**src/rtl/prio_scan_if.sv**
```systemverilog
// Handshake bundle for the priority scanner: a vector input channel,
// a flush control and an index beat output channel.
interface prio_scan_if #(
    parameter int WIDTH = 32
);
    localparam int IW = $clog2(WIDTH);

    logic             in_valid;
    logic             in_ready;
    logic [WIDTH-1:0] in_vec;
    logic             flush;
    logic             out_valid;
    logic             out_ready;
    logic [IW-1:0]    out_idx;
    logic             out_last;
    logic             out_none;

    modport master (
        output in_valid, in_vec, flush, out_ready,
        input  in_ready, out_valid, out_idx, out_last, out_none
    );

    modport slave (
        input  in_valid, in_vec, flush, out_ready,
        output in_ready, out_valid, out_idx, out_last, out_none
    );
endinterface

```
**src/rtl/prio_scan.sv**
```systemverilog
// Priority scanner: takes a request vector and emits one index beat
// per set bit in priority order (single beat with out_none for zero).
module prio_scan #(
    parameter int WIDTH     = 32,
    parameter bit MSB_FIRST = 1'b1
) (
    input  logic       clk,
    input  logic       rst,
    prio_scan_if.slave bus
);
    localparam int IW = $clog2(WIDTH);
    localparam logic [WIDTH-1:0] ONE = {{(WIDTH-1){1'b0}}, 1'b1};

    typedef enum logic {IDLE, SCAN} state_t;

    state_t           state_q, state_d;
    logic [WIDTH-1:0] rem_q, rem_d;

    logic [IW-1:0]    pick_idx;
    logic [WIDTH-1:0] pick_mask;
    logic             found;
    logic             scanning;
    logic             is_last;
    logic             is_none;
    logic             fire;
    logic             accept;

    // Rank order walk: step i visits the bit whose rank is i.
    always_comb begin
        pick_idx  = '0;
        pick_mask = '0;
        found     = 1'b0;
        for (int i = 0; i < WIDTH; i++) begin
            if (MSB_FIRST) begin
                if (!found && rem_q[WIDTH-1-i]) begin
                    found                = 1'b1;
                    pick_idx             = IW'(i);
                    pick_mask[WIDTH-1-i] = 1'b1;
                end
            end else begin
                if (!found && rem_q[i]) begin
                    found        = 1'b1;
                    pick_idx     = IW'(i);
                    pick_mask[i] = 1'b1;
                end
            end
        end
    end

    assign scanning = (state_q == SCAN);
    assign is_none  = (rem_q == '0);
    assign is_last  = ((rem_q & (rem_q - ONE)) == '0);
    assign fire     = scanning && bus.out_ready;
    assign accept   = bus.in_valid && bus.in_ready;

    assign bus.in_ready  = !bus.flush && (!scanning || (fire && is_last));
    assign bus.out_valid = scanning;
    assign bus.out_idx   = scanning ? pick_idx : '0;
    assign bus.out_last  = scanning && is_last;
    assign bus.out_none  = scanning && is_none;

    // Next state: flush wins, then a new load, then beat consumption.
    always_comb begin
        state_d = state_q;
        rem_d   = rem_q;
        if (bus.flush) begin
            state_d = IDLE;
            rem_d   = '0;
        end else if (accept) begin
            state_d = SCAN;
            rem_d   = bus.in_vec;
        end else if (fire && !is_last) begin
            rem_d = rem_q & ~pick_mask;
        end else if (fire) begin
            state_d = IDLE;
            rem_d   = '0;
        end
    end

    // State and remaining-vector registers.
    always_ff @(posedge clk or posedge rst) begin
        if (rst) begin
            state_q <= IDLE;
            rem_q   <= '0;
        end else begin
            state_q <= state_d;
            rem_q   <= rem_d;
        end
    end
endmodule

```
**src/flat_wrapper.sv**
```systemverilog
// flat-port wrapper written by rule: the top's interface ports become plain ports
module prio_scan_flat 
#(
    parameter int WIDTH     = 32,
    parameter bit MSB_FIRST = 1'b1
)
  (clk, rst, bus_in_valid, bus_in_vec, bus_flush, bus_out_ready, bus_in_ready, bus_out_valid, bus_out_idx, bus_out_last, bus_out_none);
  prio_scan_if #(.WIDTH(WIDTH)) bus_i ();
  input  logic clk;
  input  logic rst;
  input wire logic [$bits(bus_i.in_valid)-1:0] bus_in_valid;
  input wire logic [$bits(bus_i.in_vec)-1:0] bus_in_vec;
  input wire logic [$bits(bus_i.flush)-1:0] bus_flush;
  input wire logic [$bits(bus_i.out_ready)-1:0] bus_out_ready;
  output wire logic [$bits(bus_i.in_ready)-1:0] bus_in_ready;
  output wire logic [$bits(bus_i.out_valid)-1:0] bus_out_valid;
  output wire logic [$bits(bus_i.out_idx)-1:0] bus_out_idx;
  output wire logic [$bits(bus_i.out_last)-1:0] bus_out_last;
  output wire logic [$bits(bus_i.out_none)-1:0] bus_out_none;
  assign bus_i.in_valid = bus_in_valid;
  assign bus_i.in_vec = bus_in_vec;
  assign bus_i.flush = bus_flush;
  assign bus_i.out_ready = bus_out_ready;
  assign bus_in_ready = bus_i.in_ready;
  assign bus_out_valid = bus_i.out_valid;
  assign bus_out_idx = bus_i.out_idx;
  assign bus_out_last = bus_i.out_last;
  assign bus_out_none = bus_i.out_none;
  prio_scan #(.WIDTH(WIDTH), .MSB_FIRST(MSB_FIRST)) u_core (.clk(clk), .rst(rst), .bus(bus_i));
endmodule
```
**config.mk**
```make
export PLATFORM = sky130hd
export DESIGN_NAME = prio_scan_flat
export DESIGN_NICKNAME = d
export VERILOG_FILES = /design/src/rtl/prio_scan_if.sv /design/src/rtl/prio_scan.sv /design/src/flat_wrapper.sv
export SDC_FILE = /design/constraint.sdc
export NUM_CORES = 1
export LEC_CHECK = 0
export ABC_AREA = 1
export BUFFER_PORTS_ARGS = -buffer_cell sky130_fd_sc_hd__buf_4
export CORE_UTILIZATION = 58
export CTS_CLUSTER_DIAMETER = 40
export DETAILED_ROUTE_END_ITERATION = 12
export PLACE_DENSITY = 0.88
export SYNTH_ARGS = -nofsm -noshare
export SYNTH_HDL_FRONTEND = slang
export SYNTH_SLANG_ARGS = --single-unit
```
**constraint.sdc**
```tcl
create_clock -name clk -period 3 [get_ports clk]
set_input_delay 0.45 -clock clk [delete_from_list [all_inputs] [get_ports clk]]
set_output_delay 0.45 -clock clk [all_outputs]
set_load 0.02 [all_outputs]
```
==> results.md <==
- Die area: 0.00563 mm^2
- Post-synth cell types: 27
- Total core area: 0.00511 mm^2
- Worst setup margin: -0.0253 ns
- Status: complete, but fails checks
- RSZ-0062 raised after global routing: true
- Startpoint Class: flip-flop
- Synth Instances: 534
- Flop2flop setup slack: 0.25 ns
- Post-Layout Cell Count: 672
- Root buf cell: clkbuf_8
- H-Tree Depth: 2
- Worst Tran Pin Value: 0.557 ns
- Die height: 75.0 um
- Setup WS pre-CTS: 0.108 ns
- Cts hold-fix bufs: 0
- IO Port Bufs: 45
- Leakage: 2.19 nW
- CTS Buf Count: 5
- Sink Count: 33
- Critical Path Fanout Max: 6
- Drt via density: 5.68
- Layout Utilization: 77.6%
- Yosys warns: 0
- Die width: 75.0 um
- Final Max Slew Viols: 0
- Worst Setup End Kind: output pin
- Synth Flop Type: dfrtp_1
- CP required: 2.55 ns
- Area grow syn2layout: 28.1%
- Sw Ratio: 44.3%
- DRT iter0 DRCs: 368
- Share of cells above drive strength 1: 27.4%
- Number of flops mapped to enable cells by yosys: 0
- GRT Util Overall: 34.8%
- Placed cell areas: 0.00343 mm^2
- Drc violations: 0
- Largest net degree at the start of global routing: 35
- Comb pwr share: 50.4%
- Global route overflow: 0
- Critical Path AT: 2.58 ns
- Setup TNS: -0.0253 ns
- Reg clk slew, reported paths: 0.07 ns
- Pre-antenna DRT Iters: 5
- Final Setup Violations: 1
- Hold WS: 0.246 ns
- Worst relative slew slack: 62.8%
- First-pass GRT wire length: 14.7 mm
- Violated checks: negative setup slack
- Reg2Reg Launch Point: u_core.rem_q[1]
- Setup crit start: u_core.rem_q[25]
- # IOs: 46
- Sequential area share after synthesis: 26.7%
- Antenna cells: 0
- HP Class: in2async
- Tcrit/Tclk final: 101%
- TritonCTS clock tree: built
- Cell internal pwr: 0.995 mW
- Maximum vdd ir drop: 0.296 mV
- Initial antenna violation count: 0
- Gpl congestion: 1.05
- Vias: 3817
- Clock share of power: 20.1%
- Setup Crit Path Kind: reg2out
- Maximum clock path buffer count: 2
- Finished Cell Area: 0.00396 mm^2
- Fin. Hold Viols: 0
- Pwr/cell area: 451 mW/mm^2
- Row cnt: 26
- Sw power: 0.791 mW
- FFs w/ async S/R, synth: 100%
- Flop pwr share: 29.5%
- Hpwl dp: 6.76 mm
- Syn Area/Cell: 5.79 um^2
- Avg WL per Cell: 14.9 um
- ANT nets after route: 0
- Peak Freq: 331 MHz
- Nets: 639
- Total Wirelength: 10.0 mm
- Net Count, Synth: 571
- Total Power: 1.79 mW
- Post-synthesis cell area: 0.00309 mm^2
- Vias in the first global route: 3083
- Clk_skew: 0.00292 ns
- Worst skew pair latency: 0.30 ns
- DP Cell Count: 632
- Seq cells post-synth: 33
- Max_cap viols: 0
- Tmin final: 3.03 ns
- Starting Density: 60.6%
[path summary, 6_finish.rpt]
path | end | cells past startpoint
setup / recovery | bus_out_idx[0] | 16
hold / removal | u_core.rem_q[2] | 3
setup reg to reg | u_core.rem_q[23] | 17
hold reg to reg | u_core.rem_q[22] | 2
max in group asynchronous | u_core.rem_q[17] | 3
min in group clk | u_core.bus.out_valid | 2
[layout make-up]
class,count,area (um^2)
clock buffer,7,86.3
fill,417,1150
inverter,41,154
multi-input combinational,439,2170
sequential,33,848
tap,70,87.6
timing repair buffer,82,619
[cells by family (layout without fill, tap and decap cells)]
family	Yosys count	count (layout)	synth area share [%]
compound gates	27	27	5.22
simple gates	412	412	59.1
flops	33	33	26.7
buf+inv	62	130	8.94
[cells in the mapped netlist, types with 6 or more instances]
master	n	area share, %
o21ai_0	9	1.5
nand2_1	218	26
inv_1	35	4.2
nor2_4	6	2.2
dfrtp_1	33	27
clkbuf_1	12	1.5
nand2_2	6	1.2
nand3_1	34	5.5
inv_2	6	0.73
nand3b_1	8	1.9
nor2_2	14	2.8
nand4_1	35	7.1
nor2_1	85	10
a21oi_1	9	1.5
[registers in the layout (all words and copies together), names as in the netlist]
| name | flops |
|---|---|
| u_core.bus.out_valid | 1 |
| u_core.rem_q | 32 |
[critical path: stages, from the launching register on]
cell and delay (ns):
dfrtp_2 0.46, nor2_4 0.17, nand2_4 0.07, nor2_4 0.18, nand3_4 0.12, nor2_4 0.16
nand2_4 0.08, nor2_4 0.15, nand4_4 0.16, nor2_4 0.13, nand2_2 0.08, nor2_1 0.10
nand2_1 0.06, nand2_1 0.06, nor2_1 0.04, nor2_1 0.09, buf_4 0.15
[routing by layer]
layer	GRT usage, %	up-vias	wire, um
met3	6.02	23	701
li1	-	1859	-
met5	0	-	0
met2	54.7	168	4680
met1	48.0	1767	4360
met4	12.6	0	275
[layout by cell type, fill, tap and decap left out, drive strengths merged]
cell type and instances:
nor3 1, o41ai 1, clkbuf 7, o21ai 9, nand3 36, buf 82, o211ai 3, nor2 105
o221ai 2, a41oi 1, inv 41, dfrtp 33, nand2 224, a21oi 9, nand3b 8, nor4 2
a21o 1, nand4 36, a31oi 1
[power by group through the flow]
stage / Sequential (mW) / Combinational, mW / Clock (mW)
5_1_grt: 0.530 / 0.980 / 0.378
3_5_place_dp: 0.525 / 0.724 / 0
4_1_cts: 0.522 / 0.787 / 0.356
2_1_floorplan: 0.512 / 0.533 / 0
3_3_place_gp: 0.523 / 0.723 / 0
6_report: 0.527 / 0.900 / 0.358
[what timing repair did]
| item | 4_1_cts | 5_1_grt |
|---|---|---|
| pin swaps | 8 | 16 |
| setup buffers | 10 | 23 |
| gates cloned | 0 | 0 |
| endpoints found under the setup margin | 6 | 6 |
| resized for setup | 29 | 36 |
Power figures use the tool's default switching activity.
